File: src/rtl/hq_seq_ctrl.sv
// Hq job sequencer: loads a 4x4 complex H, serves it to the multiplier and tags
// each result with {q,i,j}. Define HQ_SEQ_CTRL_OUT_FIFO_EN for an 8-deep output FIFO.
module hq_seq_ctrl #(
  parameter int N = 16
) (
  input  logic                clk,
  input  logic                rst,
  input  logic                go,
  input  logic                h_valid,
  output logic                h_ready,
  input  logic signed [N-1:0] h_r,
  input  logic signed [N-1:0] h_i,
  output logic                mm_start,
  output logic signed [N-1:0] mm_h_r,
  output logic signed [N-1:0] mm_h_i,
  input  logic [1:0]          mm_i_cnt,
  input  logic [1:0]          mm_k_cnt,
  input  logic                mm_hq_valid,
  input  logic                mm_one_done,
  input  logic                mm_all_done,
  input  logic signed [N-1:0] mm_hq_r,
  input  logic signed [N-1:0] mm_hq_i,
  output logic                out_valid,
  input  logic                out_ready,
  output logic signed [N-1:0] out_r,
  output logic signed [N-1:0] out_i,
  output logic [3:0]          out_q,
  output logic [2:0]          out_ij,
  output logic                busy,
  output logic                done,
  output logic                err
);

  localparam int W = 2 * N + 7;

  typedef enum logic [2:0] {IDLE, LOAD, RUN, FLUSH, FIN} state_t;

  state_t state_reg, state_next;

  logic [3:0] load_cnt_reg;
  logic [3:0] q_cnt_reg;
  logic [1:0] i_cnt_reg;
  logic       j_cnt_reg;
  logic [4:0] od_cnt_reg;
  logic       h_ready_reg, mm_start_reg, busy_reg, done_reg, err_reg;

  logic signed [N-1:0] hbuf_r [16];
  logic signed [N-1:0] hbuf_i [16];

  logic         load_fire, res_fire, res_stray, short_job;
  logic [4:0]   od_total;
  logic [W-1:0] res_word, out_word;
  logic         out_empty, fifo_drop, out_valid_int;

  assign load_fire = (state_reg == LOAD) && h_valid && h_ready_reg;
  assign res_fire  = (state_reg == RUN) && mm_hq_valid;
  assign res_stray = (state_reg != RUN) && mm_hq_valid;
  // One-done pulses are counted separately from q so that 16 pulses (q wrapped to 0) are distinguishable.
  assign od_total  = od_cnt_reg + {4'd0, mm_one_done};
  assign short_job = (state_reg == RUN) && mm_all_done && (od_total < 5'd16);
  assign res_word  = {mm_hq_r, mm_hq_i, q_cnt_reg, i_cnt_reg, j_cnt_reg};

  always_comb begin
    state_next = state_reg;
    case (state_reg)
      IDLE:    if (go) state_next = LOAD;
      LOAD:    if (load_fire && load_cnt_reg == 4'd15) state_next = RUN;
      RUN:     if (mm_all_done) state_next = FLUSH;
      FLUSH:   if (out_empty) state_next = FIN;
      FIN:     state_next = IDLE;
      default: state_next = IDLE;
    endcase
  end

  always_ff @(posedge clk or negedge rst) begin
    if (!rst) begin
      state_reg    <= IDLE;
      load_cnt_reg <= 4'd0;
      q_cnt_reg    <= 4'd0;
      i_cnt_reg    <= 2'd0;
      j_cnt_reg    <= 1'b0;
      od_cnt_reg   <= 5'd0;
      h_ready_reg  <= 1'b0;
      mm_start_reg <= 1'b0;
      busy_reg     <= 1'b0;
      done_reg     <= 1'b0;
      err_reg      <= 1'b0;
    end else begin
      state_reg    <= state_next;
      // Status outputs are registered from the next state so they track state_reg exactly.
      h_ready_reg  <= (state_next == LOAD);
      mm_start_reg <= (state_next == RUN);
      busy_reg     <= (state_next == LOAD) || (state_next == RUN) || (state_next == FLUSH);
      done_reg     <= (state_next == FIN);
      if (state_reg == IDLE && go) begin
        load_cnt_reg <= 4'd0;
        q_cnt_reg    <= 4'd0;
        i_cnt_reg    <= 2'd0;
        j_cnt_reg    <= 1'b0;
        od_cnt_reg   <= 5'd0;
      end
      if (load_fire) load_cnt_reg <= load_cnt_reg + 4'd1;
      if (res_fire) begin
        j_cnt_reg <= ~j_cnt_reg;
        if (j_cnt_reg) i_cnt_reg <= i_cnt_reg + 2'd1;
      end
      if (state_reg == RUN && mm_one_done) begin
        q_cnt_reg <= q_cnt_reg + 4'd1;
        if (od_cnt_reg != 5'd16) od_cnt_reg <= od_cnt_reg + 5'd1;
      end
      if (res_stray || short_job || fifo_drop) err_reg <= 1'b1;
    end
  end

  always_ff @(posedge clk) begin
    if (load_fire) begin
      hbuf_r[load_cnt_reg] <= h_r;
      hbuf_i[load_cnt_reg] <= h_i;
    end
  end

  assign mm_h_r = hbuf_r[{mm_i_cnt, mm_k_cnt}];
  assign mm_h_i = hbuf_i[{mm_i_cnt, mm_k_cnt}];

`ifdef HQ_SEQ_CTRL_OUT_FIFO_EN
  logic [W-1:0] fifo_mem [8];
  logic [2:0]   wr_ptr_reg, rd_ptr_reg;
  logic [3:0]   fifo_cnt_reg;
  logic         fifo_full, pop, push_ok;

  assign fifo_full = (fifo_cnt_reg == 4'd8);
  assign pop       = (fifo_cnt_reg != 4'd0) && out_ready;
  // A pop in the same cycle frees the slot, so a push into a full FIFO still lands.
  assign push_ok   = res_fire && (!fifo_full || pop);
  assign fifo_drop = res_fire && fifo_full && !pop;
  assign out_empty = (fifo_cnt_reg == 4'd0);
  assign out_valid_int = !out_empty;
  assign out_word  = out_valid_int ? fifo_mem[rd_ptr_reg] : '0;

  always_ff @(posedge clk) begin
    if (push_ok) fifo_mem[wr_ptr_reg] <= res_word;
  end

  always_ff @(posedge clk or negedge rst) begin
    if (!rst) begin
      wr_ptr_reg   <= 3'd0;
      rd_ptr_reg   <= 3'd0;
      fifo_cnt_reg <= 4'd0;
    end else begin
      if (push_ok) wr_ptr_reg <= wr_ptr_reg + 3'd1;
      if (pop) rd_ptr_reg <= rd_ptr_reg + 3'd1;
      case ({push_ok, pop})
        2'b10:   fifo_cnt_reg <= fifo_cnt_reg + 4'd1;
        2'b01:   fifo_cnt_reg <= fifo_cnt_reg - 4'd1;
        default: fifo_cnt_reg <= fifo_cnt_reg;
      endcase
    end
  end
`else
  logic [W-1:0] out_word_reg;
  logic         out_valid_reg;
  logic         unused_out_ready;

  assign unused_out_ready = out_ready;
  assign fifo_drop        = 1'b0;
  assign out_empty        = 1'b1;
  assign out_valid_int    = out_valid_reg;
  assign out_word         = out_word_reg;

  always_ff @(posedge clk or negedge rst) begin
    if (!rst) begin
      out_valid_reg <= 1'b0;
      out_word_reg  <= '0;
    end else begin
      out_valid_reg <= res_fire;
      if (res_fire) out_word_reg <= res_word;
    end
  end
`endif

  assign out_valid = out_valid_int;
  assign {out_r, out_i, out_q, out_ij} = out_word;

  assign h_ready  = h_ready_reg;
  assign mm_start = mm_start_reg;
  assign busy     = busy_reg;
  assign done     = done_reg;
  assign err      = err_reg;

endmodule
File: config.mk
export PLATFORM = sky130hd
export DESIGN_NAME = hq_seq_ctrl
export DESIGN_NICKNAME = d
export VERILOG_FILES = /design/src/rtl/hq_seq_ctrl.sv
export SDC_FILE = /design/constraint.sdc
export NUM_CORES = 1
export LEC_CHECK = 0
export CORE_UTILIZATION = 35
export CTS_CLUSTER_SIZE = 30
export DETAILED_ROUTE_END_ITERATION = 10
export GPL_TIMING_DRIVEN = 0
export HOLD_SLACK_MARGIN = 0.1
export SLEW_MARGIN = 0
export SYNTH_ARGS = -nofsm -noshare
export SYNTH_HDL_FRONTEND = slang
export SYNTH_SLANG_ARGS = --single-unit
export TNS_END_PERCENT = 1
File: constraint.sdc
create_clock -name clk -period 4.07 [get_ports clk]
set_clock_uncertainty 0.05 [all_clocks]
set_input_delay 0.407 -clock clk [delete_from_list [all_inputs] [get_ports clk]]
set_output_delay 0.407 -clock clk [all_outputs]
set_load 0.005 [all_outputs]
==> impl_metrics.env, run 1 <==
export IMPL_period_share_pct=86.0
export IMPL_fp_dieW_um=252
export IMPL_ys_ff_latch=576
export IMPL_drv_cap=0
export IMPL_grt_max_degree=65
export IMPL_clockPowerShare_pct=37.3
export IMPL_cts_buffers=58
export IMPL_rr_worst_depth=7
export IMPL_track_usage_pct=15.8
export IMPL_die_area_mm2=0.0634
export IMPL_drtIter0Drc=829
export IMPL_synth_flop_cell="edfxtp_1"
export IMPL_synth_yosys_warnings=0
export IMPL_crit_path_end_kind="primary output"
export IMPL_clock_sinks=576
export IMPL_grt_met2_usage_pct=25.2
export IMPL_pwr_share_seq_pct=50.8
export IMPL_synth_area_leader_cell="edfxtp_1"
export IMPL_dp_slack_ns=0.544
export IMPL_ctsResizeCount=0
export IMPL_nNetsFinal=1330
export IMPL_leakagePower_nw=8.80
export IMPL_worstReg2RegEnd="hbuf_r[1][13]"
export IMPL_final_area_mm2=0.0268
export IMPL_dpl_hpwl_um=31800
export IMPL_grtUsageMet3_pct=4.05
export IMPL_vdd_drop_max_mv=0.387
export IMPL_synth_common_cells="edfxtp_1, mux4_2, a22oi_1, dfrtp_1, nand2_1"
export IMPL_layout_cells_non_filler=2133
export IMPL_slew_headroom_pct=32.7
export IMPL_wirelength_um=49300
export IMPL_finalCriticalPeriod_ns=3.50
export IMPL_hold_path_endpoint="out_word[26]"
export IMPL_swShare_pct=23.9
export IMPL_via_per_inst=5.05
export IMPL_syn_nets=1092
export IMPL_r2r_start="state_reg[0]"
export IMPL_clock_root_buffer="clkbuf_16"
export IMPL_placed_area_mm2=0.0249
export IMPL_rows=91
export IMPL_vias=10800
export IMPL_pwr_density_cell_mw_per_mm2=528
export IMPL_cts_setup_buffers=0
export IMPL_min_path_cells=2
export IMPL_drv_slew=0
export IMPL_status="finished, final reports clean"
export IMPL_worst_hold_startpoint="mm_hq_r[3]"
export IMPL_hold_viol=0
export IMPL_synth_area_leaders="edfxtp_1, mux4_2, dfrtp_1, a22oi_1, mux2_2"
export IMPL_min_path_type="in2reg"
export IMPL_grt_met1_usage_pct=21.7
export IMPL_ios=153
export IMPL_fmax_mhz=286
export IMPL_grt_pass1_wl_um=73700
export IMPL_finalSetupTns_ns=0
export IMPL_syn_area_per_cell_um2=21.6
export IMPL_dr_pass1_iters=7
export IMPL_power_switching_mw=3.39
export IMPL_core_region_area_mm2=0.0617
export IMPL_grt_pass1_vias=11500
export IMPL_cp_arrival_ns=3.04
export IMPL_cp_start_kind="primary input"
export IMPL_async_flop_share_pct=11.1
export IMPL_crit_type="in2out"
export IMPL_synth_top_area_share_pct=70.4
export IMPL_wl_per_cell_um=23.1
export IMPL_antenna_found_initial=2
export IMPL_synth_edf_count=512
export IMPL_top_usage_layer="met2"
export IMPL_crit_required_ns=3.61
export IMPL_worst_slew_pin_slew_ns=1.00
export IMPL_final_util_pct=43.4
export IMPL_clk_path_buf_depth=3
export IMPL_synth_cell_types=34
export IMPL_h_tree_depth=2
export IMPL_yosysMostFrequentCell="edfxtp_1"
export IMPL_cp_max_fo=10
export IMPL_final_layout_size_suffix_gt1_share_pct=25.0
export IMPL_synth_area_mm2=0.0218
export IMPL_rsz0062_at_grt="false"
export IMPL_globalplace_congestion=0.729
export IMPL_die_y_um=252
export IMPL_ys_seq_area_share_pct=77.8
export IMPL_start_util_pct=35.4
export IMPL_setup_violations_final=0
export IMPL_place_inst=2023
export IMPL_reg2reg_slack_ns=0.99
export IMPL_synth_cells=1009
export IMPL_route_detailed_drc=0
export IMPL_path_clk_slew_ns=0.06
export IMPL_cellInternalPower_mw=10.8
export IMPL_combPwrFrac_pct=11.9
export IMPL_postLayoutSetupSlackWorst_ns=0.570
export IMPL_syn2layout_area_growth_pct=22.9
export IMPL_numPortBuffers=149
export IMPL_insertion_delay_ns=0.63
export IMPL_overflow=0
export IMPL_drtAntennaViolNets=0
export IMPL_cts_tree="done"
## metal layers
layer	share of wire [%]	wire, um	vias up
met5	0.026	13	-
met4	1.8	894	2
met3	7.0	3430	67
met2	48	23700	324
met1	43	21300	5716
li1	-	-	4670
## what timing repair did
item | in CTS | in global routing
hold buffers | 1 | 0
endpoints found under the hold margin | 64 | 0
endpoints found under the setup margin | 0 | 0
## worst max-delay path by stage
stage                      start            to  depth (start not counted)  slack (ns)
finish               mm_i_cnt[1]     mm_h_r[4]                          7        0.57
global route         mm_i_cnt[1]     mm_h_r[4]                          7        0.42
CTS                  mm_i_cnt[1]     mm_h_r[4]                          7        0.54
detailed placement   mm_i_cnt[1]     mm_h_r[4]                          7        0.54
global placement         h_valid  hbuf_i[0][6]                          5       -2.72
floorplan           state_reg[2]  hbuf_i[0][0]                          4        0.28
## area by class of cell
type	instances	area [um^2]
repair buffers	178	1930
well taps	837	1050
inverters	6	22.5
multi-input cells	374	4680
diodes	1	2.50
flip-flops and latches	576	17000
clock buffers	65	1480
fillers	5336	34900
plain buffers	53	253
clock inverters	43	424
## cells in the final DEF, fill, tap and decap left out, drive strengths merged, types with 2 or more instances in the layout
master,n
edfxtp,512
clkdlybuf4s50,148
mux4,128
clkbuf,84
a22oi,64
dfrtp,64
buf,63
nand2,50
mux2,38
clkinv,32
nor2,21
o21ai,16
nand3,12
ha,7
inv,7
bufinv,6
nor3,6
clkinvlp,4
nand2b,3
o31ai,3
nor2b,2
and2,2
nand4,2
and4bb,2
nor4bb,2
and3,2
mux2i,2
a21oi,2
xnor2,2
xor2,2
## worst max-delay path, stage by stage
cell and delay [ns]:
clkdlybuf4s50_1 0.54, nor2b_1 0.15, clkbuf_1 0.31, clkbuf_1 0.67, a22oi_1 0.21, nand2_1 0.22
clkdlybuf4s50_1 0.53
## power groups by stage
stage / registers (mW) / logic [mW] / clock network, mW
detailed placement: 7.32 / 1.71 / 0
floorplan: 7.30 / 0.790 / 0
global route: 7.25 / 1.82 / 5.62
finish: 7.20 / 1.68 / 5.28
CTS: 7.21 / 1.72 / 5.42
global placement: 7.36 / 1.49 / 0
## through the flow
step	hold slack (ns)	total power [mW]
after CTS	0.300	14.3
after floorplan	0.0614	8.10
after detailed placement	0.423	9.04
final	0.339	14.2
after global routing	0.309	14.7
after global placement	0.416	8.85
## cells by family after synthesis
| family | Yosys count | share of synthesized area (%) |
|---|---|---|
| multiplexers | 168 | 15.3 |
| buffers and inverters | 59 | 1.26 |
| AO/OA/AOI/OAI | 89 | 2.86 |
| AND/OR/NAND/NOR | 106 | 2.28 |
| adder cells (fa/ha/maj) | 7 | 0.401 |
| flip-flops | 576 | 77.8 |
| XOR/XNOR | 4 | 0.161 |
Note: power is estimated with default switching activity, not from simulation.
==> run 2, diff against run 1 <==
--- a/config.mk
+++ b/config.mk
@@ -10,6 +10,7 @@
 export DETAILED_ROUTE_END_ITERATION = 10
 export GPL_TIMING_DRIVEN = 0
 export HOLD_SLACK_MARGIN = 0.1
+export SETUP_SLACK_MARGIN = 0.02
 export SLEW_MARGIN = 0
 export SYNTH_ARGS = -nofsm -noshare
 export SYNTH_HDL_FRONTEND = slang
==> results of run 2 <==
No change in the layout: final DEF, timing and power equal those of run 1.
